### config.mk
export PLATFORM = sky130hd
export DESIGN_NAME = fetch_buf
export DESIGN_NICKNAME = d
export VERILOG_FILES = /design/src/rtl/fetch_buf.sv
export SDC_FILE = /design/constraint.sdc
export NUM_CORES = 1
export LEC_CHECK = 0
export ABC_AREA = 1
export ABC_CLOCK_PERIOD_IN_PS = 4700
export BUFFER_PORTS_ARGS = -buffer_cell sky130_fd_sc_hd__clkbuf_2
export CAP_MARGIN = 10
export CORE_AREA = 3 3 167 153
export DETAILED_ROUTE_END_ITERATION = 10
export DIE_AREA = 0 0 170 156
export HOLD_SLACK_MARGIN = 0.03
export PLACE_DENSITY = 0.77
export SLEW_MARGIN = 20
export SYNTH_ARGS = -nofsm -noshare
export SYNTH_HDL_FRONTEND = slang
export SYNTH_SLANG_ARGS = --single-unit
export TNS_END_PERCENT = 50
### constraint.sdc
create_clock -name clk -period 4.7 [get_ports clk]
set_clock_uncertainty 0.1 [all_clocks]
set_input_delay 0 -clock clk [delete_from_list [all_inputs] [get_ports clk]]
set_output_delay 0 -clock clk [all_outputs]
set_load 0.005 [all_outputs]
### src/rtl/fetch_buf.sv
// Instruction-fetch stage: issues sequential word fetches under a credit limit and
// buffers the one-cycle-latency responses in a DEPTH-entry FIFO toward decode.
module fetch_buf #(
    parameter int unsigned     WORD     = 32,
    parameter int unsigned     ADDR     = 32,
    parameter int unsigned     DEPTH    = 4,
    parameter logic [ADDR-1:0] RESET_PC = '0
) (
    input  logic            clk,
    input  logic            rst,
    output logic            req_o,
    output logic [ADDR-1:0] addr_o,
    input  logic            v_i,
    input  logic [WORD-1:0] inst_i,
    input  logic            branch_i,
    input  logic [ADDR-1:0] baddr_i,
    output logic            v_o,
    output logic [WORD-1:0] inst_o,
    output logic [ADDR-1:0] pc_o,
    input  logic            stall_i
);

    localparam int unsigned PW = $clog2(DEPTH);
    localparam int unsigned CW = PW + 1;

    logic [ADDR-1:0] r_fetch_pc;
    logic [ADDR-1:0] r_inflight_pc;
    logic            r_inflight;
    logic [PW-1:0]   r_rd_ptr;
    logic [PW-1:0]   r_wr_ptr;
    logic [CW-1:0]   r_count;
    logic [ADDR-1:0] r_pc_mem   [DEPTH];
    logic [WORD-1:0] r_inst_mem [DEPTH];

    logic            w_flush;
    logic [CW:0]     w_used;
    logic            w_credit;
    logic            w_req;
    logic            w_write;
    logic            w_deq;

    // Reset behaves exactly like a redirect to RESET_PC.
    assign w_flush  = rst | branch_i;
    // Credit uses registered occupancy only, so a same-cycle dequeue frees nothing.
    assign w_used   = {1'b0, r_count} + {{CW{1'b0}}, r_inflight};
    assign w_credit = w_used < (CW + 1)'(DEPTH);
    assign w_req    = ~w_flush & w_credit;
    // A missing response to a live request is simply lost.
    assign w_write  = ~w_flush & r_inflight & v_i;
    assign w_deq    = v_o & ~stall_i;

    always_comb begin
        req_o  = w_req;
        addr_o = r_fetch_pc;
        v_o    = (r_count != '0);
        inst_o = r_inst_mem[r_rd_ptr];
        pc_o   = r_pc_mem[r_rd_ptr];
    end

    always_ff @(posedge clk) begin
        if (w_flush) begin
            r_fetch_pc    <= rst ? RESET_PC : baddr_i;
            r_inflight    <= 1'b0;
            r_inflight_pc <= '0;
            r_rd_ptr      <= '0;
            r_wr_ptr      <= '0;
            r_count       <= '0;
        end else begin
            if (w_req) begin
                r_inflight    <= 1'b1;
                r_inflight_pc <= r_fetch_pc;
                r_fetch_pc    <= r_fetch_pc + 1'b1;
            end else begin
                r_inflight    <= 1'b0;
            end
            if (w_write) begin
                r_wr_ptr <= r_wr_ptr + 1'b1;
            end
            if (w_deq) begin
                r_rd_ptr <= r_rd_ptr + 1'b1;
            end
            r_count <= r_count + CW'(w_write) - CW'(w_deq);
        end
    end

    // Storage needs no reset: the head is only meaningful while v_o is high.
    always_ff @(posedge clk) begin
        if (w_write) begin
            r_pc_mem[r_wr_ptr]   <= r_inflight_pc;
            r_inst_mem[r_wr_ptr] <= inst_i;
        end
    end

endmodule

==> metrics.md <==
| Metric | Value |
|---|---|
| Status | `finished clean` |
| DRT Pass-1 Iters | `5` |
| Post-synthesis adder-cell area fraction | `0.9139%` |
| Buf+Inv Stages, Crit Path | `3` |
| Placed cell areas | `14,260 µm²` |
| Largest net degree at the start of global routing | `81` |
| Synth Area in Compound Gates | `10.07%` |
| Data arrival, critical path | `3.15 ns` |
| # setup viols final | `0` |
| Cts hold-fix bufs | `100` |
| Post-synth top area share | `65.80%` |
| Mux cell area share after synthesis | `0%` |
| Final std cell area, no fill | `16,300 µm²` |
| Max-Cap Viols | `0` |
| Detail Route Antenna Nets | `0` |
| 1st-iter DRT viols | `960` |
| Max-slew headroom | `26.77%` |
| Initial antenna violation count | `0` |
| Die height | `156 µm` |
| VDD IR max | `0.2916 mV` |
| Mapped Cells | `1,124` |
| Sequential share of the synthesized area | `72.19%` |
| DIE AREA | `26,520 µm²` |
| Post-Synth Simple-Gate Area | `13.17%` |
| Data required time of the worst path | `4.60 ns` |
| Commonest cells after routing, fill and taps aside | `edfxtp_1, nand2_1, nor2_1` |
| Leak Pwr | `6.013 nW` |
| Final GP Congestion | `0.8342` |
| Final Non-Filler Cells | `1,712` |
| Via density | `5.460` |
| Crit-path max cell delay | `0.82 ns` |
| Clock-pin transition on the worst setup and hold timing paths | `0.06 ns` |
| Place WS | `1.481 ns` |
| # H-tree levels | `1` |
| Critical path type | `flop to output pin` |
| Count of buffers from port buffering | `166` |
| Seq cells post-synth | `330` |
| Post-DP HPWL | `17,840 µm` |
| Residual DRC | `0` |
| Period minus WS final | `3.246 ns` |
| Crit path cell chain | `clkinv_2 > buf_4 > o21ai_0 > o22ai_1 > clkbuf_2` |
| Main combinational cell family by area after synthesis | `simple AND/OR/NAND/NOR gates` |
| Syn-to-layout area delta | `23.98%` |
| Worst skew pair latency | `0.57 ns` |
| Diodes inserted | `0` |
| # placed instances | `1,557` |
| Postcts setup bufs | `0` |
| Post-Synth XOR/XNOR Area | `0.1999%` |
| Gr ovfl total | `0` |
| Root Buffer | `clkbuf_16` |
| Final period util | `69.07%` |
| Hold wc startpoint | `inst_i[18]` |
| RSZ-0062 raised after global routing | `no` |
| HP Class | `input port to flop` |
| Setup tns final | `0 ns` |
| Worst-path maximum fanout | `70` |
| Syn nets | `1,202` |
| Syn Area/Cell | `11.69 µm²` |
| Fillcell total | `1,676` |
| Vias in the first global route | `8,976` |
| First-pass GRT wire length | `46,930 µm` |
| CTS Sinks | `330` |
| Num ports | `167` |
| Initial Util | `54.65%` |
| Bufs on Longest Clock Path | `3` |
| # rows | `54` |
| Syn Std Cell Area | `13,140 µm²` |
| Crit-path slowest cell | `clkinv_2` |
| Pwr/cell area | `369.1 nW/µm²` |
| Slew Limit Fails | `0` |
| Fmax | `0.3080 GHz` |
| # nets final | `1,460` |
| Crit. End Element | `output pin` |
| Fraction of layout cells with a size suffix above 1 | `17.74%` |
| Main area contributors after synthesis | `edfxtp_1, dfxtp_1, o21ai_0` |
| Reg-to-Reg Start | `r_count[2]` |
| Routed WL | `30,280 µm` |
| Synth area leader | `edfxtp_1` |
| Via count | `9,347` |
| WL per Instance | `17.69 µm` |
| Final WS setup | `1.454 ns` |
| Final hold vios | `0` |
| Least-Margin Pin Slew | `1.097 ns` |
| Global-route usage over all layers | `22.22%` |
| TritonCTS clock tree | `built` |
| Resize count post-CTS | `0` |
| Commonest non-fill, non-tap cell in the layout | `edfxtp_1` |
| Worst Setup Start Kind | `flop` |
| Core area | `24,050 µm²` |
| Die width | `170 µm` |
| CP top delay family | `buffers and inverters` |
| CTS buffer count | `31` |
| Warnings, synthesis | `0` |
| Netlist cell types | `29` |
sequential cells by signal (all words and copies together) (netlist names), named ones only:
signal and count:
addr_o 32, r_count 3, r_inflight 1, r_inflight_pc 32, r_inst_mem 128, r_pc_mem 128, r_rd_ptr 2, r_wr_ptr 2
cell type report:
| cell class | instances | area (µm²) | area share [%] |
|---|---|---|---|
| clock inverter | 14 | 166.4 | 1.021 |
| inverter | 58 | 219.0 | 1.344 |
| multi-input combinational | 684 | 3239 | 19.88 |
| clock buffer | 41 | 864.6 | 5.306 |
| tap | 308 | 385.4 | 2.365 |
| timing repair buffer | 277 | 1927 | 11.82 |
| sequential | 330 | 9494 | 58.26 |
power by group:
part           switching (W)  internal, W  leakage, nW
sequential         0.0000470      0.00321         2.99
combinational       0.000120     0.000116         2.52
clock                0.00106      0.00146        0.506
total                0.00123      0.00479         6.01
worst register-to-register path: stages, from the launching register on:
cell     delay (ns)
dfxtp_1        0.37
ha_1           0.16
nor2_1         0.04
nand2_1        0.05
nand2_1        0.10
nor2_4         0.53
inv_1          0.48
buf_4          0.37
cells in the mapped netlist:
master,n
o21ai_0,158
a21oi_1,9
ha_1,8
inv_2,4
o22ai_1,64
buf_2,21
inv_1,54
nor2_2,6
nand2_2,4
nand3_1,35
a31oi_1,1
o21ai_1,13
clkbuf_2,2
fa_1,1
clkbuf_1,26
xor2_1,2
nand2_1,195
nand2_4,1
nand4_1,1
o31ai_1,1
nor2_1,176
xnor2_1,1
a22o_1,1
buf_4,3
nor2_4,5
dfxtp_1,42
nand3b_1,1
edfxtp_1,288
nor2_8,1
stage by stage:
stage / total power, W / hold WS (ns) / utilization [%]
floorplan: 0.003382 / -0.001131 / -
global placement: 0.003483 / 0.1184 / 59.28
detailed placement: 0.003489 / 0.1208 / 59.28
CTS: 0.006026 / 0.07888 / 67.73
global route: 0.006187 / 0.08595 / 67.75
finish: 0.006014 / 0.09244 / 67.75
per-layer routing:
metal	vias up	global-route usage, %	part of all wire (%)
met1	4453	30.83	41
met5	-	0	0
met4	0	5.330	2.1
met3	52	4.054	8.4
li1	4473	-	-
met2	369	37.03	48
path summary, 6_finish.rpt:
path | cells after the start | slack, ns | end
setup / recovery | 5 | 1.45 | inst_o[19]
hold / removal | 2 | 0.09 | r_inst_mem[0][18]
setup reg to reg | 7 | 2.24 | addr_o[28]
hold reg to reg | 2 | 0.41 | r_rd_ptr[0]
cells by family after synthesis:
kind of cell | Yosys count
flip-flops | 330
AND/OR/NAND/NOR | 425
XOR/XNOR | 3
buffers and inverters | 110
adder cells (fa/ha/maj) | 9
AO/OA/AOI/OAI | 247
Power figures use the tool's default switching activity.
